<file path="src/rtl/tomasulo_rs.sv">
// Reservation station for one functional unit: collapsing age queue with CDB snooping and a
// single-entry issue register. Optional flush port is enabled by defining TOMASULO_RS_FLUSH_EN.

module tomasulo_rs_chk #(
    parameter int N     = 4,
    parameter int CNT_W = 3
) (
    input logic             clk,
    input logic             rst,
    input logic             dis_vld_r,
    input logic [CNT_W-1:0] occ
);

    // A dispatch must never arrive while every slot is occupied.
    assert property (@(posedge clk) disable iff (rst) !(dis_vld_r && occ == CNT_W'(N)))
        else $error("dispatch into a full reservation station");

endmodule

module tomasulo_rs #(
    parameter int N     = 4,
    parameter int W     = 32,
    parameter int TAG_W = 4,
    parameter int OP_W  = 4
) (
    input  logic             clk,
    input  logic             rst,
`ifdef TOMASULO_RS_FLUSH_EN
    input  logic             flush,
`endif
    input  logic             dis_vld_r,
    input  logic [OP_W-1:0]  dis_op,
    input  logic [TAG_W-1:0] dis_tag,
    input  logic             dis_s0_rdy,
    input  logic [TAG_W-1:0] dis_s0_tag,
    input  logic [W-1:0]     dis_s0_data,
    input  logic             dis_s1_rdy,
    input  logic [TAG_W-1:0] dis_s1_tag,
    input  logic [W-1:0]     dis_s1_data,
    output logic             full_r,
    input  logic             cdb_vld,
    input  logic [TAG_W-1:0] cdb_tag,
    input  logic [W-1:0]     cdb_data,
    output logic             iss_vld_r,
    input  logic             iss_rdy,
    output logic [OP_W-1:0]  iss_op,
    output logic [TAG_W-1:0] iss_tag,
    output logic [W-1:0]     iss_a,
    output logic [W-1:0]     iss_b
);

    localparam int CNT_W = $clog2(N + 1);
    localparam int IDX_W = $clog2(N);

    typedef struct packed {
        logic             rdy;
        logic [TAG_W-1:0] tag;
        logic [W-1:0]     data;
    } src_t;

    typedef struct packed {
        logic             vld;
        logic [OP_W-1:0]  op;
        logic [TAG_W-1:0] tag;
        src_t             s0;
        src_t             s1;
    } ent_t;

    function automatic src_t snoop_src(input src_t src, input logic hit_vld,
                                       input logic [TAG_W-1:0] hit_tag,
                                       input logic [W-1:0] hit_data);
        src_t res;
        res = src;
        if (!src.rdy && hit_vld && hit_tag == src.tag) begin
            res.rdy  = 1'b1;
            res.data = hit_data;
        end else begin
            res = src;
        end
        return res;
    endfunction

    ent_t             slot_r     [N];
    ent_t             woke_ext_s [N+1];
    ent_t             slot_nxt_s [N];
    ent_t             dis_ent_s;
    logic [CNT_W-1:0] occ_r;
    logic [CNT_W-1:0] occ_nxt_s;
    logic [CNT_W-1:0] wr_idx_s;
    logic [N-1:0]     elig_s;
    logic [IDX_W-1:0] sel_s;
    logic             any_elig_s;
    logic             load_en_s;
    logic             issue_load_s;
    logic             dis_acc_s;
    logic             cdb_hit_s;
    logic             flush_s;

`ifdef TOMASULO_RS_FLUSH_EN
    assign flush_s = flush;
`else
    assign flush_s = 1'b0;
`endif

    // Tag 0 means "no producer", so a broadcast on it never wakes anything.
    assign cdb_hit_s    = cdb_vld && (cdb_tag != {TAG_W{1'b0}});
    assign load_en_s    = !iss_vld_r || iss_rdy;
    assign issue_load_s = load_en_s && any_elig_s;
    assign dis_acc_s    = dis_vld_r && (occ_r != CNT_W'(N)) && !flush_s;
    assign wr_idx_s     = occ_r - CNT_W'(issue_load_s);
    assign occ_nxt_s    = occ_r + CNT_W'(dis_acc_s) - CNT_W'(issue_load_s);

    // Eligibility and oldest-first selection from registered slot state only.
    always_comb begin
        sel_s = {IDX_W{1'b0}};
        for (int i = 0; i < N; i++) begin
            elig_s[i] = slot_r[i].vld && slot_r[i].s0.rdy && slot_r[i].s1.rdy;
        end
        for (int i = N - 1; i >= 0; i--) begin
            sel_s = elig_s[i] ? IDX_W'(i) : sel_s;
        end
        any_elig_s = |elig_s;
    end

    // Incoming dispatch, with same-cycle CDB bypass on its missing operands.
    always_comb begin
        dis_ent_s     = '0;
        dis_ent_s.vld = 1'b1;
        dis_ent_s.op  = dis_op;
        dis_ent_s.tag = dis_tag;
        dis_ent_s.s0  = snoop_src(src_t'{rdy: dis_s0_rdy, tag: dis_s0_tag, data: dis_s0_data},
                                  cdb_hit_s, cdb_tag, cdb_data);
        dis_ent_s.s1  = snoop_src(src_t'{rdy: dis_s1_rdy, tag: dis_s1_tag, data: dis_s1_data},
                                  cdb_hit_s, cdb_tag, cdb_data);
    end

    // Wakeup, then collapse over the issued slot, then append the dispatch at the young end.
    always_comb begin
        woke_ext_s[N] = '0;
        for (int i = 0; i < N; i++) begin
            woke_ext_s[i]    = slot_r[i];
            woke_ext_s[i].s0 = snoop_src(slot_r[i].s0, cdb_hit_s && slot_r[i].vld, cdb_tag, cdb_data);
            woke_ext_s[i].s1 = snoop_src(slot_r[i].s1, cdb_hit_s && slot_r[i].vld, cdb_tag, cdb_data);
        end
        for (int i = 0; i < N; i++) begin
            if (dis_acc_s && wr_idx_s == CNT_W'(i)) begin
                slot_nxt_s[i] = dis_ent_s;
            end else if (issue_load_s && IDX_W'(i) >= sel_s) begin
                slot_nxt_s[i] = woke_ext_s[i+1];
            end else begin
                slot_nxt_s[i] = woke_ext_s[i];
            end
        end
    end

    // Slot storage, occupancy and the registered backpressure flag.
    always_ff @(posedge clk) begin
        if (rst || flush_s) begin
            for (int i = 0; i < N; i++) begin
                slot_r[i] <= '0;
            end
            occ_r  <= {CNT_W{1'b0}};
            full_r <= 1'b0;
        end else begin
            for (int i = 0; i < N; i++) begin
                slot_r[i] <= slot_nxt_s[i];
            end
            occ_r  <= occ_nxt_s;
            full_r <= (occ_nxt_s >= CNT_W'(N - 1));
        end
    end

    // Issue register: loads the selected slot when empty or being consumed, otherwise holds.
    always_ff @(posedge clk) begin
        if (rst) begin
            iss_vld_r <= 1'b0;
            iss_op    <= {OP_W{1'b0}};
            iss_tag   <= {TAG_W{1'b0}};
            iss_a     <= {W{1'b0}};
            iss_b     <= {W{1'b0}};
        end else if (flush_s) begin
            iss_vld_r <= 1'b0;
        end else if (issue_load_s) begin
            iss_vld_r <= 1'b1;
            iss_op    <= slot_r[sel_s].op;
            iss_tag   <= slot_r[sel_s].tag;
            iss_a     <= slot_r[sel_s].s0.data;
            iss_b     <= slot_r[sel_s].s1.data;
        end else if (load_en_s) begin
            iss_vld_r <= 1'b0;
        end else begin
            iss_vld_r <= iss_vld_r;
        end
    end

    tomasulo_rs_chk #(.N(N), .CNT_W(CNT_W)) u_chk (
        .clk       (clk),
        .rst       (rst),
        .dis_vld_r (dis_vld_r),
        .occ       (occ_r)
    );

endmodule
</file>
<file path="config.mk">
export PLATFORM = sky130hd
export DESIGN_NAME = tomasulo_rs
export DESIGN_NICKNAME = d
export VERILOG_FILES = /design/src/rtl/tomasulo_rs.sv
export SDC_FILE = /design/constraint.sdc
export NUM_CORES = 1
export LEC_CHECK = 0
export ABC_AREA = 1
export CAP_MARGIN = 5
export CORE_MARGIN = 1
export CORE_UTILIZATION = 54
export DETAILED_ROUTE_END_ITERATION = 10
export PLACE_DENSITY = 0.77
export SYNTH_ARGS = -nofsm -noshare
export SYNTH_HDL_FRONTEND = slang
export SYNTH_SLANG_ARGS = --single-unit
</file>
<file path="constraint.sdc">
create_clock -name clk -period 2.9 [get_ports clk]
set_input_delay 0.725 -clock clk [delete_from_list [all_inputs] [get_ports clk]]
set_output_delay 0.725 -clock clk [all_outputs]
set_load 0.02 [all_outputs]
</file>
==> impl_metrics.yaml <==
outcome:
  run_status: "finished, final reports clean"
synth:
  synthDistinctLibCells: 34
  netlist_area_before_placement_um2: 26600
  synth-edff-count: 0
  synth-seq-cells: 409
  netlist_instances: 4515
  synth-warning-count: 0
  synthesis.nets: 4643
  mean_area_per_synthesized_cell_um2: 5.89
  dominantRegCellSynth: "sky130_fd_sc_hd__dfxtp_1"
  synth_seq_area_share_pct: 30.8
  synth_async_sr_flop_share_pct: 0
sta:
  skew_ns: 0.0194
  hold_viol_final: 0
  setup_repair_after_global_routing_missed_its_margin: "no"
  final.period_utilization_pct: 95.0
  worst_pin_slew_ns: 0.973
  post-route-min-period_ns: 2.75
  final.hold.worst_slack_ns: 0.477
  slew_violations: 0
  fmaxAchievable_mhz: 363
  setup_viol: 0
  worst_slew_margin_rel_pct: 35.1
die:
  die-width_um: 224
  std_cell_rows: 80
  die_h_um: 224
  core-area_um2: 48100
  area_enclosed_by_the_die_boundary_um2: 50100
  initial_utilization_pct: 55.2
  ios: 197
route:
  vias_per_cell: 6.01
  routedWlPerCell_um: 20.7
  drt-total-wl_um: 111000
  route.vias.total: 32300
  final_antenna_net_count: 0
  first_pass_iters: 8
  drc: 0
  drt_first_iter_violations: 4913
cts:
  post_cts_hold_buffer_count: 0
  cts_setup_buffers: 0
  cts.clk_slew.worst_paths_ns: 0.06
  cts_made_buffers: 48
  cts_num_sinks: 409
  post_cts_resize_count: 0
  clk_path_buf_depth: 3
  clk-insertion-delay-late_ns: 0.61
  htree_num_levels: 2
  cell_chosen_for_the_clock_root: "sky130_fd_sc_hd__clkbuf_16"
  cts_tree: "yes"
power_and_ir_drop:
  sequentialPowerShare_pct: 35.5
  power.switching_mw: 6.15
  worst_ir_drop_vdd_uv: 443
  clock_power_share_pct: 34.4
  power.leakage_nw: 16.5
  cellInternalPower_mw: 11.8
  total_power_mw: 18.0
  combinationalPowerShare_pct: 30.1
  swShare_pct: 34.2
  power.density_nw_per_um2: 556
global_routing:
  antenna_violations_before_repair: 11
  grt_pass1_wl_um: 168000
  residual_overflow_from_global_routing: 0
  grt_start_max_net_pins: 147
  vias_in_the_first_global_route: 29700
  all_layer_global_routing_usage_pct: 43.2
placement:
  globalplace.congestion: 1.06
  numPortBuffers: 196
  numPlacedInstances: 5274
  hpwl_um: 69500
cells_and_area:
  finish.utilization_pct: 67.1
  synthToLayoutAreaGrowth_pct: 21.5
  finish.net_count: 4796
  area_used_by_multi_input_combinational_logic_um2: 14100
  drive_above_1_share_pct: 7.70
  final_cell_count_no_fill: 5364
  fillerInstances: 4448
  regArea_um2: 8190
critical_path:
  worst-r2r-setup-slack_ns: 0.15
  register_to_register_path_depth: 19
  rr_endpoint: "slot_r[0][2]"
  critical_path_arrival_ns: 3.26
  crit_path_end_kind: "flop"
  crit_type: "flop to flop"
  crit_fanout: 15
  worst_ep_required_time_ns: 3.40
  timing.rr.start: "slot_r[1][73]"
  cp-start-kind: "flop"
hold_path:
  worst_min_delay_path_class: "flop to flop"
  min_delay_worst_endpoint: "slot_r[3][77]"
  whs_path_depth: 2
  hold_path_startpoint: "slot_r[3][77]"
job:
  drv_cap: 0
==> area by class of cell <==
type	count	area share, %
Multi-Input combinational cell	3029	43.7
Sequential cell	409	25.3
Timing Repair Buffer	417	14.6
Inverter	763	8.88
Clock buffer	72	4.62
Tap cell	656	2.54
Clock inverter	11	0.248
Antenna cell	7	0.0542
==> placed cells by master (no fill, tap or decap), types with 25 or more instances in the layout <==
cell type	instances
sky130_fd_sc_hd__clkdlybuf4s50_1	195
sky130_fd_sc_hd__nand4_1	67
sky130_fd_sc_hd__o21ai_0	124
sky130_fd_sc_hd__nor2_1	173
sky130_fd_sc_hd__inv_1	751
sky130_fd_sc_hd__a31oi_1	25
sky130_fd_sc_hd__nand2_1	1091
sky130_fd_sc_hd__nand3b_1	44
sky130_fd_sc_hd__buf_12	87
sky130_fd_sc_hd__dfxtp_1	408
sky130_fd_sc_hd__nand3_1	1317
sky130_fd_sc_hd__clkbuf_16	49
sky130_fd_sc_hd__buf_4	134
sky130_fd_sc_hd__a21oi_1	91
==> logic make-up (layout without fill, tap and decap cells) <==
family	after synthesis	count (layout)	synth area share, %
other	0	7	0
and+or+nand+nor	2743	2743	46.8
buffers and inverters	1077	1263	16.3
xor gates and xnor gates	19	19	0.626
adders and majority gates	5	5	0.263
DFF	409	409	30.8
AOI/OAI and AO/OA	262	262	5.23
==> power groups by stage <==
| stage | combinational, mW | sequential, mW | clock (mW) |
|---|---|---|---|
| floorplan | 3.22 | 6.48 | 0 |
| global placement | 5.11 | 6.49 | 0 |
| detailed placement | 5.17 | 6.50 | 0 |
| CTS | 5.21 | 6.38 | 6.17 |
| global route | 5.84 | 6.44 | 6.38 |
| finish | 5.41 | 6.39 | 6.18 |
==> worst max path at each step <==
stage	start	end	slack, ns	cells after the start
after global routing	slot_r[1][73]	slot_r[0][22]	0.02	19
after detailed placement	iss_rdy	slot_r[1][69]	-0.31	14
after global placement	iss_rdy	slot_r[1][24]	-0.23	16
final	slot_r[1][73]	slot_r[0][2]	0.15	19
after CTS	slot_r[1][82]	slot_r[0][15]	0.14	19
after floorplan	iss_rdy	slot_r[2][56]	0.06	18
==> synthesized netlist by cell type, drive strengths merged (6+ instances only) <==
| cell type | number | area (um^2) |
|---|---|---|
| a22oi | 11 | 82.6 |
| nor3 | 6 | 35.0 |
| inv | 763 | 2860 |
| nand3b | 44 | 330 |
| nand4 | 67 | 419 |
| a21oi | 92 | 464 |
| nor2 | 198 | 823 |
| clkbuf | 124 | 465 |
| o21ai | 129 | 649 |
| a31oi | 25 | 156 |
| buf | 190 | 1020 |
| xnor2 | 18 | 158 |
| nand3 | 1322 | 6630 |
| dfxtp | 409 | 8190 |
| nand2 | 1106 | 4190 |
==> worst max-delay path, cell delays in order (launching register included) <==
cell and delay, ns:
sky130_fd_sc_hd__dfxtp_1 0.40, sky130_fd_sc_hd__nand3_2 0.14, sky130_fd_sc_hd__nand2_2 0.16, sky130_fd_sc_hd__inv_2 0.10
sky130_fd_sc_hd__a21oi_4 0.13, sky130_fd_sc_hd__ha_1 0.16, sky130_fd_sc_hd__ha_1 0.18, sky130_fd_sc_hd__inv_1 0.06
sky130_fd_sc_hd__nand2_1 0.10, sky130_fd_sc_hd__nand2_1 0.08, sky130_fd_sc_hd__nor2_1 0.13, sky130_fd_sc_hd__nand2_2 0.14
sky130_fd_sc_hd__nand2_1 0.15, sky130_fd_sc_hd__inv_4 0.07, sky130_fd_sc_hd__buf_12 0.16, sky130_fd_sc_hd__buf_4 0.15
sky130_fd_sc_hd__o21ai_0 0.10, sky130_fd_sc_hd__nand3_1 0.13, sky130_fd_sc_hd__nand2_1 0.07, sky130_fd_sc_hd__inv_1 0.04
==> flip-flops by register name (all words and copies together), names as in the netlist <==
register,count
iss_b,32
iss_a,32
occ_r,3
iss_op,4
iss_tag,4
iss_vld_r,1
full_r,1
slot_r,332
==> metrics by stage <==
step | instance area, um^2 | TNS, ns | worst slack (ns)
floorplan | 26600 | 0 | 0.0566
global placement | 30700 | -50.80 | -0.231
detailed placement | 30700 | -70.69 | -0.311
CTS | 32300 | 0 | 0.136
global route | 32300 | 0 | 0.0165
finish | 32300 | 0 | 0.146
==> routing by layer <==
metal | track usage (%) | share of wire [%]
met2 | 62.6 | 40
met5 | 0.293 | 0.040
met4 | 32.2 | 8.0
met1 | 53.5 | 35
met3 | 13.7 | 16
Note: power is estimated with default switching activity, not from simulation.
